[src/rtl/paged_reader_arbiter.sv]
// Two-requester round-robin front end for the paged memory reader: expands a command into page
// addresses and steers the returned beats to the requester that owns the reader.
module paged_reader_arbiter #(
  parameter int ADDR_WIDTH     = 32,
  parameter int MEMORY_WIDTH   = 32,
  parameter int PAGE_SIZE      = 2048,
  parameter int PAGE_CNT_WIDTH = 16
) (
  input  logic                      aclk,
  input  logic                      resetn,
  input  logic                      s_cmd0_tvalid,
  output logic                      s_cmd0_tready,
  input  logic [ADDR_WIDTH-1:0]     s_cmd0_addr,
  input  logic [PAGE_CNT_WIDTH-1:0] s_cmd0_pages,
  input  logic                      s_cmd1_tvalid,
  output logic                      s_cmd1_tready,
  input  logic [ADDR_WIDTH-1:0]     s_cmd1_addr,
  input  logic [PAGE_CNT_WIDTH-1:0] s_cmd1_pages,
  output logic                      m_data0_tvalid,
  output logic                      m_data0_tlast,
  output logic [MEMORY_WIDTH-1:0]   m_data0_tdata,
  output logic                      m_data1_tvalid,
  output logic                      m_data1_tlast,
  output logic [MEMORY_WIDTH-1:0]   m_data1_tdata,
  output logic                      m_addr_tvalid,
  input  logic                      m_addr_tready,
  output logic                      m_addr_tlast,
  output logic [ADDR_WIDTH-1:0]     m_addr_tdata,
  input  logic                      s_rd_tvalid,
  input  logic                      s_rd_tlast,
  input  logic [MEMORY_WIDTH-1:0]   s_rd_tdata,
  output logic                      busy,
  output logic                      grant
);

  localparam logic [ADDR_WIDTH-1:0] PAGE_STEP = ADDR_WIDTH'(PAGE_SIZE);
  localparam logic [ADDR_WIDTH-1:0] LOW_MASK  = ~ADDR_WIDTH'(127);

  typedef enum logic [1:0] {IDLE, ISSUE, DRAIN} state_e;

  state_e                    state_q, state_d;
  logic                      grant_q, grant_d;
  logic                      last_grant_q, last_grant_d;
  logic [ADDR_WIDTH-1:0]     cur_addr_q, cur_addr_d;
  logic [PAGE_CNT_WIDTH-1:0] remaining_q, remaining_d;
  logic                      d0_valid_q, d0_valid_d, d1_valid_q, d1_valid_d;
  logic                      d0_last_q, d0_last_d, d1_last_q, d1_last_d;
  logic [MEMORY_WIDTH-1:0]   rdata_q, rdata_d;

  logic                      sel, accept, addr_hs, last_page, beat;
  logic [ADDR_WIDTH-1:0]     cmd_addr;
  logic [PAGE_CNT_WIDTH-1:0] cmd_pages;

  // On a tie the requester that did not win last time is selected.
  always_comb begin
    sel = s_cmd1_tvalid;
    if (s_cmd0_tvalid && s_cmd1_tvalid) sel = ~last_grant_q;
    accept    = (state_q == IDLE) && (s_cmd0_tvalid || s_cmd1_tvalid);
    cmd_addr  = (sel ? s_cmd1_addr : s_cmd0_addr) & LOW_MASK;
    cmd_pages = sel ? s_cmd1_pages : s_cmd0_pages;
    last_page = (remaining_q == PAGE_CNT_WIDTH'(1));
    addr_hs   = (state_q == ISSUE) && m_addr_tready;
    beat      = s_rd_tvalid && (state_q != IDLE);
  end

  always_ff @(posedge aclk) begin
    if (!resetn) state_q <= IDLE;
    else         state_q <= state_d;
  end

  always_comb begin
    state_d = state_q;
    case (state_q)
      IDLE:    if (accept && (cmd_pages != '0)) state_d = ISSUE;
      ISSUE:   if (addr_hs && last_page) state_d = DRAIN;
      DRAIN:   if (s_rd_tvalid && s_rd_tlast) state_d = IDLE;
      default: state_d = IDLE;
    endcase
  end

  always_comb begin
    grant_d      = grant_q;
    last_grant_d = last_grant_q;
    cur_addr_d   = cur_addr_q;
    remaining_d  = remaining_q;
    if (accept) begin
      grant_d      = sel;
      last_grant_d = sel;
      cur_addr_d   = cmd_addr;
      remaining_d  = cmd_pages;
    end else if (addr_hs) begin
      cur_addr_d  = cur_addr_q + PAGE_STEP;
      remaining_d = remaining_q - PAGE_CNT_WIDTH'(1);
    end
    // The reader carries no ID, so beats always belong to the current grant holder.
    d0_valid_d = beat && !grant_q;
    d1_valid_d = beat && grant_q;
    d0_last_d  = beat && !grant_q && s_rd_tlast;
    d1_last_d  = beat && grant_q && s_rd_tlast;
    rdata_d    = beat ? s_rd_tdata : rdata_q;
  end

  always_ff @(posedge aclk) begin
    if (!resetn) begin
      grant_q      <= 1'b0;
      last_grant_q <= 1'b1;
      cur_addr_q   <= '0;
      remaining_q  <= '0;
      d0_valid_q   <= 1'b0;
      d1_valid_q   <= 1'b0;
      d0_last_q    <= 1'b0;
      d1_last_q    <= 1'b0;
      rdata_q      <= '0;
    end else begin
      grant_q      <= grant_d;
      last_grant_q <= last_grant_d;
      cur_addr_q   <= cur_addr_d;
      remaining_q  <= remaining_d;
      d0_valid_q   <= d0_valid_d;
      d1_valid_q   <= d1_valid_d;
      d0_last_q    <= d0_last_d;
      d1_last_q    <= d1_last_d;
      rdata_q      <= rdata_d;
    end
  end

  always_comb begin
    s_cmd0_tready  = accept && !sel;
    s_cmd1_tready  = accept && sel;
    m_addr_tvalid  = (state_q == ISSUE);
    m_addr_tlast   = (state_q == ISSUE) && last_page;
    m_addr_tdata   = cur_addr_q;
    m_data0_tvalid = d0_valid_q;
    m_data0_tlast  = d0_last_q;
    m_data0_tdata  = rdata_q;
    m_data1_tvalid = d1_valid_q;
    m_data1_tlast  = d1_last_q;
    m_data1_tdata  = rdata_q;
    busy           = (state_q != IDLE);
    grant          = grant_q;
  end

endmodule

[config.mk]
export PLATFORM = sky130hd
export DESIGN_NAME = paged_reader_arbiter
export DESIGN_NICKNAME = d
export VERILOG_FILES = /design/src/rtl/paged_reader_arbiter.sv
export SDC_FILE = /design/constraint.sdc
export NUM_CORES = 1
export LEC_CHECK = 0
export ABC_AREA = 1
export BUFFER_PORTS_ARGS = -buffer_cell sky130_fd_sc_hd__buf_4
export CAP_MARGIN = 25
export CORE_MARGIN = 2
export CORE_UTILIZATION = 50
export DETAILED_ROUTE_END_ITERATION = 10
export GPL_ROUTABILITY_DRIVEN = 0
export PLACE_DENSITY = 0.95
export RECOVER_POWER = 100
export SLEW_MARGIN = 15
export SYNTH_ARGS = -nofsm -noshare
export SYNTH_HDL_FRONTEND = slang
export SYNTH_SLANG_ARGS = --single-unit
[constraint.sdc]
create_clock -name aclk -period 3.4 [get_ports aclk]
set_clock_uncertainty 0.1 [all_clocks]
set_input_delay 0.68 -clock aclk [delete_from_list [all_inputs] [get_ports aclk]]
set_output_delay 0.68 -clock aclk [all_outputs]
set_load 0.01 [all_outputs]
# Yosys cells after proc, flatten, opt, wreduce, memory -nomap -nowiden
# Index checks and enable logic that the tools add are counted.
[word_totals]
regBits = 88
in_bits = 135
output_inout_bits = 106
[classes]
add_sub_neg = 2
eq_ne = 6
muxes = 11
n_bitwise = 2
n_reduce_logical = 23
[op_table]
columns = ["op", "n"]
rows = [
  ["2-to-1 mux 32 bit", 3],
  ["2-to-1 mux 16 bit", 3],
  ["adder 32 x 12 -> 32 bit (second input constant)", 1],
  ["== test 16 x 1 -> 1 bit (second input constant)", 1],
  ["nonzero test 16 bit", 1],
  ["subtractor 16 x 1 -> 16 bit (second input constant)", 1],
  ["logical AND 1 bit", 14],
  ["2-to-1 mux 2 bit", 3],
  ["case mux 2 bit (3 select lines)", 1],
  ["!= test 2 x 1 -> 1 bit (second input constant)", 2],
  ["nonzero test 2 bit", 2],
  ["AND reduction 3 bit", 1],
  ["== test 2 x 1 -> 1 bit (second input constant)", 1],
  ["== test 2 bit (second input constant)", 1],
  ["logical NOT 1 bit", 2],
  ["logical NOT 2 bit", 1],
  ["!= test 2 bit (second input constant)", 1],
  ["NOT 1 bit", 2],
  ["OR reduction 2 bit", 1],
  ["logical OR 1 bit", 1],
  ["2-to-1 mux 1 bit", 1],
]

# Longest topological paths before layout
# Gate-level depths: netlist (run 1).
[depth]
ltp_word = 7
mapped_depth = 11
ltp_nobuf = 11

# Worst setup path after synthesis (run 1)
# OpenSTA, ideal clock, no wires.
[synth_timing]
path_type = "input port to output port"
from = "input s_cmd1_tvalid"
to = "output s_cmd0_tready"
t_arrival_ns = 1.306
required_ns = 2.620
slack_ns = 1.314
stages = 5
n_path_buf = 2
path_cell_list = "buf_6 -> nand2_4 -> inv_2 -> nor2_4 -> buf_6"
[synth_between]
elab_chain_len = 4
[synth_lines]
columns = ["item", "line_no", "text"]
rows = [
  ["from (decl)", "15", "input logic s_cmd1_tvalid,"],
  ["logical AND 1 bit", "57", "if (s_cmd0_tvalid && s_cmd1_tvalid) sel = ~last_grant_q;"],
  ["2-to-1 mux 1 bit", "57", ""],
  ["logical NOT 1 bit", "128", "s_cmd0_tready = accept && !sel;"],
  ["logical AND 1 bit (*)", "128", ""],
  ["to (decl)", "12", "output logic s_cmd0_tready,"],
]
# Mark *: on every way between the ends. The rest lies on a longest branch, timed or not.

# Worst setup path after layout (run 1)
[layout_timing]
from = "input s_cmd0_tvalid"
to = "register cur_addr_q[27], in the netlist m_addr_tdata[27]"
[layout_between]
elab_chain_len = 4
[layout_lines]
columns = ["item", "line_no", "text"]
rows = [
  ["from (decl)", "11", "input logic s_cmd0_tvalid,"],
  ["logical AND 1 bit", "57", ""],
  ["2-to-1 mux 1 bit", "57", ""],
  ["2-to-1 mux 32 bit", "59", "cmd_addr = (sel ? s_cmd1_addr : s_cmd0_addr) & LOW_MASK;"],
  ["2-to-1 mux 32 bit", "86", "if (accept) begin"],
  ["to (signal assigned)", "117", "cur_addr_q <= cur_addr_d;"],
  ["to (decl)", "44", "logic [ADDR_WIDTH-1:0] cur_addr_q, cur_addr_d;"],
]
# Several ways; a longest one is shown, not always the timed one.
# A chain may end at the register's enable or synchronous reset.

==> out/qor.txt, run 1 <==
outcome - finished, final reports clean
clk buf depth - 2
critical path type - in2reg
# hold bufs at CTS - 0
flip-flop and latch count after synthesis - 81
Via Count - 5,359
power per standard cell area - 427 nW/um^2
R2R depth - 7
Routed WL per cell - 14.8 um
post-cts sizing count - 0
Avg Inst Size Synth - 6.67 um^2
Detail Placement HPWL - 10,900 um
CTS root buffer - clkbuf_8
Worst Max-Slew Pin Slew - 1.19 ns
total of max-cap violations - 0
share of cells above drive strength 1 - 17.6%
Ant. Diodes - 0
most frequent CP cell - clkbuf_1
IR drop worst, VDD - 0.204 mV
Arr. time, crit path - 2.97 ns
vias in the first global route - 5,032
leakage power - 2.60 nW
Layout area overhead - 25.2%
Core ar. - 9150 um^2
Slowest-stage cell, CP - clkbuf_1
IO Port Bufs - 219
Synth Instances - 702
maximum fanout along the worst path - 24
final wirelength - 14,600 um
DRT iter0 DRCs - 308
die area - 10,200 um^2
GRT Total Usage - 28.6%
Slew Viols, Final - 0
DRC viols - 0
Final nets - 1,011
commonest register cell after synthesis - dfxtp_1
pin count of the biggest net entering global routing - 66
Overflow after GRT - 0
Vias/cell - 5.42
number of enable flip-flop cells after synthesis - 0
postcts setup bufs - 0
drt first pass iters - 6
final number of setup-violating endpoints - 0
first-pass GRT wire length - 23,200 um
required time worst endpoint - 3.57 ns
dpl cell area - 6070 um^2
Finished Cell Area - 5860 um^2
Clock transition at path regs - 0.08 ns
asr flop ratio synth - 0%
Inserted Clock Buffers - 9
die height - 101 um
I/O pin count - 241
Crit. End Element - register
sequential area share after synthesis - 34.6%
Worst Hold Class - reg2reg
H-tree levels - 3
initial antenna violation count - 0
FMAX - 358 MHz
fin crit share - 82.1%
WHS - 0.395 ns
CP Cell Sequence - clkbuf_1 -> nand2_2 -> nand2_4 -> nor2_4 -> clkbuf_1 -> a22o_1 -> nor2_1 -> a21oi_1
initial core utilization - 51.2%
Final min period - 2.79 ns
final antenna-violating net count - 0
Core Rows - 35
fillcell total - 934
Rel. slew slack - 20.8%
setup TNS - 0 ns
CP peak stage delay - 0.91 ns
RSZ-0062 raised after global routing - false
Die W - 101 um
worst skew pair latency - 0.35 ns
Post-Syn Area - 4690 um^2
dpl ws - 0.965 ns
final worst setup slack - 0.607 ns
hold path depth - 2
Final Hold Viols - 0
synth warn - 0
startpoint types - input pin
CTS Sinks - 81
post-synth cell types - 42
TritonCTS clock tree - yes
report_power, final:
group          total, mW  internal (mW)  switching, mW
clock              0.684          0.334          0.349
combinational      0.693          0.271          0.421
sequential          1.13           1.04         0.0904
cells by family after synthesis:
family,share of synthesized area [%]
AOI/OAI and AO/OA,18.4
xor gates and xnor gates,1.12
adders and majority gates,0.801
buffers and inverters,13.8
DFF,34.6
other,0.0800
and+or+nand+nor,31.2
layer usage:
layer / GRT usage [%] / vias to the layer above / wire length, um
met5: 0 / - / 0
met4: 9.91 / 0 / 279
met3: 5.27 / 23 / 1090
met2: 51.4 / 240 / 7600
met1: 34.1 / 2474 / 5650
li1: - / 2622 / -
sequential cells by signal (all words and copies together) (netlist names):
signal / count
m_data0_tvalid: 1
m_addr_tdata: 25
m_data1_tvalid: 1
m_data0_tlast: 1
grant: 1
m_data0_tdata: 32
m_data1_tlast: 1
state_q: 2
last_grant_q: 1
remaining_q: 16
final cells by class:
| type | count | area (um^2) | area share (%) |
|---|---|---|---|
| Timing Repair Buffer | 226 | 1330 | 22.7 |
| Clock buffer | 10 | 128 | 2.18 |
| Inverter | 46 | 173 | 2.94 |
| Tap cell | 111 | 139 | 2.37 |
| Multi-Input combinational cell | 509 | 2420 | 41.2 |
| Clock inverter | 5 | 57.6 | 0.981 |
| Sequential cell | 81 | 1620 | 27.7 |
synth_stat cells, types with 3 or more instances:
library cell,number,share of area (%)
buf_4,40,6.4
buf_6,5,1.2
nand2_1,140,11
nor2_4,4,0.96
a21oi_1,35,3.7
inv_1,41,3.3
buf_2,11,1.2
inv_2,5,0.40
a31oi_1,16,2.1
nand4_1,7,0.93
nor2_2,3,0.40
nor2_1,120,9.6
xor2_1,6,1.1
dfxtp_1,81,35
o21ai_0,64,6.8
nor3_1,10,1.1
nor4_1,3,0.40
nand3_1,49,5.2
a22oi_1,13,2.1
o211ai_1,7,1.1
ha_1,3,0.80
clkbuf_1,13,1.0
layout by cell type (no fill, tap or decap), drive strengths merged:
cell type,Yosys,routed
a31oi,16,16
ha,3,3
inv,46,46
a41oi,1,1
nor4,3,3
buf,57,128
clkinvlp,0,3
clkbuf,15,108
dfxtp,81,81
o311ai,1,1
o31ai,1,1
nand2,144,144
nor2,127,127
xor2,6,6
o211ai,7,7
o221ai,1,1
a22oi,13,13
a311oi,1,1
nand3b,1,1
nand4,7,7
clkinv,0,1
bufinv,0,1
nor3,11,11
nand3,49,49
a22o,1,1
a21oi,35,35
o2111ai,1,1
a211oi,1,1
a21o,2,2
conb,1,7
o22ai,1,1
or2,2,2
o21ai,67,67
worst paths after layout:
path	start	endpoint	slack, ns
max reg2reg	state_q[1]$_SDFFE_PN0P_	m_addr_tdata[27]$_SDFFE_PN0P_	0.73
max	s_cmd0_tvalid	m_addr_tdata[27]$_SDFFE_PN0P_	0.61
min	m_addr_tdata[8]$_SDFFE_PN0P_	m_addr_tdata[8]$_SDFFE_PN0P_	0.39
min reg2reg	m_addr_tdata[8]$_SDFFE_PN0P_	m_addr_tdata[8]$_SDFFE_PN0P_	0.39
per-stage QoR:
step | instances | total power, mW | utilization [%]
floorplan | 708 | 1.60 | -
global placement | 973 | 1.89 | 66.3
detailed placement | 973 | 1.91 | 66.3
CTS | 988 | 2.58 | 68.3
global route | 988 | 2.63 | 64.1
finish | 988 | 2.50 | 64.1
critical path: cells and delay by family:
family          cells  cell delay (ns)
buf+inv             2             1.04
simple gates        4             0.77
compound gates      2             0.48
No activity file was read; power rests on OpenSTA's default activity.
==> run 2: changes to the inputs <==
--- a/config.mk
+++ b/config.mk
@@ -5,14 +5,14 @@
 export SDC_FILE = /design/constraint.sdc
 export NUM_CORES = 1
 export LEC_CHECK = 0
-export ABC_AREA = 1
+export ABC_AREA = 0
 export BUFFER_PORTS_ARGS = -buffer_cell sky130_fd_sc_hd__buf_4
 export CAP_MARGIN = 25
 export CORE_MARGIN = 2
-export CORE_UTILIZATION = 50
+export CORE_UTILIZATION = 41
 export DETAILED_ROUTE_END_ITERATION = 10
 export GPL_ROUTABILITY_DRIVEN = 0
-export PLACE_DENSITY = 0.95
+export PLACE_DENSITY = 0.88
 export RECOVER_POWER = 100
 export SLEW_MARGIN = 15
 export SYNTH_ARGS = -nofsm -noshare
==> constraint.sdc (replaced) <==
create_clock -name aclk -period 2.4 [get_ports aclk]
set_clock_uncertainty 0.1 [all_clocks]
set_input_delay 0.48 -clock aclk [delete_from_list [all_inputs] [get_ports aclk]]
set_output_delay 0.48 -clock aclk [all_outputs]
set_load 0.01 [all_outputs]
==> out/qor.txt, run 2 <==
top post-synthesis cells by count - nand2_1 (108), dfxtp_1 (81), a21oi_1 (66) (was nand2_1 (140), nor2_1 (120), dfxtp_1 (81))
vias in the first global route - 4,451 (was 5,032)
failing checks - negative setup slack
Layout area overhead - 32.1% (was 25.2%)
clk buf depth - 2 (unchanged)
Overflow after GRT - 0 (unchanged)
most frequent CP cell - or4_4 (was clkbuf_1)
Avg Inst Size Synth - 7.76 um^2 (was 6.67 um^2)
final wirelength - 13,400 um (was 14,600 um)
Crit. End Element - output port (was register)
H-tree levels - 3 (unchanged)
required time worst endpoint - 1.82 ns (was 3.57 ns)
maximum fanout along the worst path - 2 (was 24)
Core Rows - 37 (was 35)
Routed WL per cell - 15.1 um (was 14.8 um)
DRT iter0 DRCs - 306 (was 308)
CP peak stage delay - 0.45 ns (was 0.91 ns)
RSZ-0062 raised after global routing - true (was false)
Slowest-stage cell, CP - or4_4 (was clkbuf_1)
max reg flops - 32 (unchanged)
number of enable flip-flop cells after synthesis - 0 (unchanged)
main area contributors after synthesis - dfxtp_1 (37%), nand2_1 (9.3%), a21oi_1 (7.6%) (was dfxtp_1 (35%), nand2_1 (11%), nor2_1 (9.6%))
drt first pass iters - 7 (was 6)
Detail Placement HPWL - 10,100 um (was 10,900 um)
dpl ws - -0.0259 ns (was 0.965 ns)
TritonCTS clock tree - yes (unchanged)
startpoint types - register (was input pin)
die area - 11,500 um^2 (was 10,200 um^2)
Vias/cell - 5.43 (was 5.42)
IR drop worst, VDD - 0.252 mV (was 0.204 mV)
Worst Hold Class - in2reg (was reg2reg)
Slew Viols, Final - 0 (unchanged)
I/O pin count - 241 (unchanged)
Worst Max-Slew Pin Slew - 0.752 ns (was 1.19 ns)
fin crit share - 117%
CTS Sinks - 81 (unchanged)
Arr. time, crit path - 2.22 ns (was 2.97 ns)
Via Count - 4,838 (was 5,359)
Post-Syn Area - 4360 um^2 (was 4690 um^2)
Finished Cell Area - 5760 um^2 (was 5860 um^2)
Yosys top cell by area - dfxtp_1 (unchanged)
initial core utilization - 42.2% (was 51.2%)
die height - 107 um (was 101 um)
commonest register cell after synthesis - dfxtp_1 (unchanged)
asr flop ratio synth - 0% (unchanged)
power per standard cell area - 578 nW/um^2 (was 427 nW/um^2)
total of max-cap violations - 0 (unchanged)
CTS root buffer - clkbuf_8 (unchanged)
leakage power - 2.36 nW (was 2.60 nW)
IO Port Bufs - 219 (unchanged)
Inserted Clock Buffers - 9 (unchanged)
flip-flop and latch count after synthesis - 81 (unchanged)
DRC viols - 0 (unchanged)
initial antenna violation count - 0 (unchanged)
Final nets - 888 (was 1,011)
sequential area share after synthesis - 37.2% (was 34.6%)
most frequent cell after synthesis - nand2_1 (unchanged)
multi-input logic area - 2270 um^2 (was 2420 um^2)
critical path type - reg2out (was in2reg)
Final min period - 2.80 ns
Final Core Density - 55.8% (was 64.1%)
first-pass GRT wire length - 21,000 um (was 23,200 um)
Core ar. - 10,300 um^2 (was 9150 um^2)
final number of setup-violating endpoints - 3 (was 0)
Yosys top cell area share - 37.2% (was 34.6%)
pin count of the biggest net entering global routing - 34 (was 66)
Rel. slew slack - 49.7% (was 20.8%)
Clock transition at path regs - 0.09 ns (was 0.08 ns)
final antenna-violating net count - 0 (unchanged)
Ant. Diodes - 0 (unchanged)
Final Hold Viols - 0 (unchanged)
outcome - complete, but fails checks (was finished, final reports clean)
worst skew pair latency - 0.34 ns (was 0.35 ns)
post-synth cell types - 60 (was 42)
GRT Total Usage - 22.5% (was 28.6%)
share of cells above drive strength 1 - 23.8% (was 17.6%)
Synth Instances - 562 (was 702)
Die W - 107 um (was 101 um)
synth warn - 0 (unchanged)
commonest non-fill, non-tap cell in the layout - buf_4 (was nand2_1)
fillcell total - 1,046 (was 934)
final worst setup slack - -0.402 ns (was 0.607 ns)
worst reg-to-reg setup slack - 0 ns (was 0.73 ns)
FMAX - 357 MHz
WHS - 0.248 ns (was 0.395 ns)
postcts setup bufs - 0 (unchanged)
register area - 1620 um^2 (unchanged)
CP Cell Sequence - or3_4 -> or4_4 -> or4_4 -> nor3b_4 -> buf_6 (was clkbuf_1 -> nand2_2 -> nand2_4 -> nor2_4 -> clkbuf_1 -> a22o_1 -> nor2_1 -> a21oi_1)
dpl cell area - 5980 um^2 (was 6070 um^2)
most frequent cells in the layout - buf_4 (144), nand2_1 (108), clkbuf_1 (100), dfxtp_1 (81), a21oi_1 (66) (was nand2_1 (141), buf_4 (128), nor2_1 (122), clkbuf_1 (99), dfxtp_1 (81))
-- run 2: cell count changes after synthesis, moves of 10 or more --
cell,previous run,this run
a21oi_1,35,66
and3_1,0,10
clkbuf_1,13,25
inv_1,41,6
nand2_1,140,108
nand3_1,49,20
nor2_1,120,21
nor4_1,3,15
o21ai_0,64,20
-- run 2: cell families (layout without fill, tap and decap cells) --
logic type                 after synthesis  after routing  share of synthesized area [%]
other                                    1              7                         0.0860
buffers and inverters                   84            271                           11.6
AOI/OAI and AO/OA                      160            160                           23.6
xor gates and xnor gates                 5              5                           1.00
adders and majority gates                3              3                          0.861
DFF                                     81             81                           37.2
and+or+nand+nor                        223            223                           24.6
muxes                                    5              5                           1.15
-- run 2: final timing paths --
path	end	start	depth (start not counted)
worst max-delay path	m_addr_tlast	remaining_q[7]$_SDFFE_PN0P_	5
worst min-delay path	m_data0_tlast$_SDFF_PN0_	s_rd_tlast	2
worst max register to register	m_addr_tdata[21]$_SDFFE_PN0P_	state_q[0]$_SDFFE_PN0P_	6
worst min register to register	m_addr_tdata[10]$_SDFFE_PN0P_	m_addr_tdata[10]$_SDFFE_PN0P_	2
-- run 2: metrics by stage --
| step | cells | power [mW] | TNS, ns |
|---|---|---|---|
| after global routing | 891 | 3.51 | -2.88 |
| after floorplan | 568 | 2.04 | -0.0104 |
| after CTS | 891 | 3.46 | -0.422 |
| after global placement | 875 | 2.45 | -0.0182 |
| after detailed placement | 875 | 2.48 | -0.0259 |
| final | 891 | 3.33 | -0.681 |
-- run 2: cell type report --
cell class,count,area share [%]
clock inverters,5,0.977
multi-input cells,403,39.4
flip-flops and latches,81,28.1
inverters,7,0.456
clock buffers,11,2.28
well taps,136,2.95
repair buffers,248,25.8
-- run 2: worst max-delay path, delay by kind of cell (launching register included) --
kind | cells | cell delay [ns]
AND/OR/NAND/NOR | 4 | 1.44
flip-flops | 1 | 0.32
buffers and inverters | 1 | 0.13
-- run 2: per-layer routing --
| metal | vias up | wire (um) | track usage, % |
|---|---|---|---|
| li1 | 2360 | - | - |
| met2 | 223 | 6580 | 39.4 |
| met4 | 0 | 227 | 7.05 |
| met1 | 2233 | 5490 | 26.5 |
| met5 | - | 0 | 0 |
| met3 | 22 | 1110 | 6.32 |
-- run 2: power breakdown --
part | switching [mW] | internal (mW)
clock network | 0.492 | 0.480
registers | 0.104 | 1.44
logic | 0.432 | 0.379
-- run 2: timing repair --
action / CTS / global route
hold buffers: 0 / 0
setup endpoints to repair: 1 / 2
resized for setup: 1 / 1
endpoints found under the hold margin: 0 / 0
pin swaps: 0 / 0
==> run 3: changes to the inputs <==
--- a/config.mk
+++ b/config.mk
@@ -8,6 +8,7 @@
 export ABC_AREA = 0
 export BUFFER_PORTS_ARGS = -buffer_cell sky130_fd_sc_hd__buf_4
 export CAP_MARGIN = 25
+export CORE_ASPECT_RATIO = 1.4
 export CORE_MARGIN = 2
 export CORE_UTILIZATION = 41
 export DETAILED_ROUTE_END_ITERATION = 10
==> out/qor.txt, run 3 (synthesis results as in run 2) <==
outcome - complete, but fails checks (unchanged)
failing checks - negative setup slack (unchanged)
I/O pin count - 241 (unchanged)
Final nets - 892 (was 888)
FMAX - 357 MHz (about the same)
Routed WL per cell - 16.0 um (was 15.1 um)
Worst Hold Class - in2reg (unchanged)
hold path start - s_rd_tlast (unchanged)
IR drop worst, VDD - 0.354 mV (was 0.252 mV)
critical path type - reg2out (unchanged)
Via Count - 4,936 (was 4,838)
DRT iter0 DRCs - 210 (was 306)
max reg flops - 32 (unchanged)
Rel. slew slack - 55.1% (was 49.7%)
Final min period - 2.80 ns (about the same)
CP startpoint - remaining_q[7]$_SDFFE_PN0P_ (unchanged)
TritonCTS clock tree - yes (unchanged)
startpoint types - register (unchanged)
Overflow after GRT - 0 (unchanged)
CTS Sinks - 81 (unchanged)
Crit. End Element - output port (unchanged)
Clock transition at path regs - 0.06 ns (was 0.09 ns)
drt first pass iters - 7 (unchanged)
Comb power frac - 22.8% (was 24.4%)
hold path depth - 2 (unchanged)
Inserted Clock Buffers - 9 (unchanged)
RSZ-0062 raised after global routing - true (unchanged)
Die W - 91.1 um (was 107 um)
total power draw - 3.71 mW (was 3.33 mW)
power per standard cell area - 627 nW/um^2 (was 578 nW/um^2)
clk buf depth - 2 (unchanged)
vias in the first global route - 4,674 (was 4,451)
Core Rows - 44 (was 37)
leakage power - 2.43 nW (was 2.36 nW)
maximum fanout along the worst path - 2 (unchanged)
Worst Max-Slew Pin Slew - 0.674 ns (was 0.752 ns)
Finished Layout Cells - 897 (was 891)
WHS - 0.270 ns (was 0.248 ns)
IO Port Bufs - 219 (unchanged)
most frequent cells in the layout - buf_4 (146), nand2_1 (108), clkbuf_1 (99), dfxtp_1 (81), a21oi_1 (66) (was buf_4 (144), nand2_1 (108), clkbuf_1 (100), dfxtp_1 (81), a21oi_1 (66))
setup TNS - -0.402 ns (was -0.681 ns)
pin count of the biggest net entering global routing - 34 (unchanged)
CTS root buffer - clkbuf_16 (was clkbuf_8)
final worst setup slack - -0.401 ns (was -0.402 ns)
sequential share of power - 41.6% (was 46.4%)
initial core utilization - 42.1% (was 42.2%)
dpl ws - -0.0465 ns (was -0.0259 ns)
Detail Placement HPWL - 10,900 um (was 10,100 um)
GRT Total Usage - 24.7% (was 22.5%)
# hold bufs at CTS - 0 (unchanged)
share of cells above drive strength 1 - 24.5% (was 23.8%)
dpl cell area - 6000 um^2 (was 5980 um^2)
Final Core Density - 57.1% (was 55.8%)
total of max-cap violations - 0 (unchanged)
R2R depth - 5 (was 6)
Reg2Reg Launch Point - state_q[0]$_SDFFE_PN0P_ (unchanged)
Core ar. - 10,300 um^2 (about the same)
H-tree levels - 3 (unchanged)
Arr. time, crit path - 2.22 ns (about the same)
fillcell total - 1,048 (was 1,046)
Finished Cell Area - 5910 um^2 (was 5760 um^2)
Ant. Diodes - 0 (unchanged)
worst skew pair latency - 0.34 ns (about the same)
commonest non-fill, non-tap cell in the layout - buf_4 (unchanged)
final number of setup-violating endpoints - 2 (was 3)
switching share of power - 31.1% (was 30.9%)
Layout area overhead - 35.6% (was 32.1%)
final wirelength - 14,400 um (was 13,400 um)
die height - 126 um (was 107 um)
required time worst endpoint - 1.82 ns (about the same)
final antenna-violating net count - 0 (unchanged)
internal power - 2.55 mW (was 2.30 mW)
Slew Viols, Final - 0 (unchanged)
P_sw - 1.15 mW (was 1.03 mW)
initial antenna violation count - 0 (unchanged)
fin crit share - 117% (about the same)
clock share of power - 35.6% (was 29.2%)
first-pass GRT wire length - 23,000 um (was 21,000 um)
Final Hold Viols - 0 (unchanged)
die area - 11,500 um^2 (about the same)
Vias/cell - 5.50 (was 5.43)
DP Cell Count - 880 (was 875)
DRC viols - 0 (unchanged)
[run 3: cell types whose count changed in the layout (fill, tap and decap cells not counted), moves of 2 or more]
cell	change
clkbuf_16	+9
clkbuf_8	-9
inv_6	+4
buf_4	+2
clkinv_2	-2
[run 3: metal layers]
metal | up-vias | part of all wire, % | global-route usage, % | routed length [um]
met1 | 2293 | 38 | 28.7 | 5490
met3 | 27 | 7.7 | 4.49 | 1100
met4 | 0 | 2.5 | 9.71 | 363
li1 | 2374 | - | - | -
met5 | - | 0 | 0 | 0
met2 | 242 | 52 | 44.7 | 7400
[run 3: final cells by class]
type	instances	area, um^2	share of cell area, %
well taps	138	173	2.92
multi-input cells	403	2280	38.6
clock inverters	7	60.1	1.02
flip-flops and latches	81	1620	27.4
clock buffers	9	225	3.81
repair buffers	252	1530	25.8
inverters	7	26.3	0.444
[run 3: worst paths after layout]
path / end / slack, ns
worst max-delay path: m_addr_tlast / -0.40
worst min-delay path: m_data0_tlast$_SDFF_PN0_ / 0.27
worst max register to register: m_addr_tdata[23]$_SDFFE_PN0P_ / 0
worst min register to register: m_addr_tdata[8]$_SDFFE_PN0P_ / 0.35
[run 3: critical path, cell delays in order, from the launching register on]
cell,delay (ns)
dfxtp_1,0.31
or3_4,0.38
or4_4,0.42
or4_4,0.45
nor3b_4,0.19
buf_6,0.13
[run 3: power groups by stage]
stage          registers [mW]  clock network (mW)  logic [mW]
5_1_grt                  1.56                1.41       0.935
6_report                 1.54                1.32       0.846
3_3_place_gp             1.57                   0       0.901
2_1_floorplan            1.58                   0       0.464
3_5_place_dp             1.57                   0       0.917
4_1_cts                  1.54                1.35       0.925
[run 3: timing repair]
item	CTS	global route
gates resized for setup	1	0
endpoints found under the setup margin	2	1
pin swaps	1	0
setup buffers	1	0
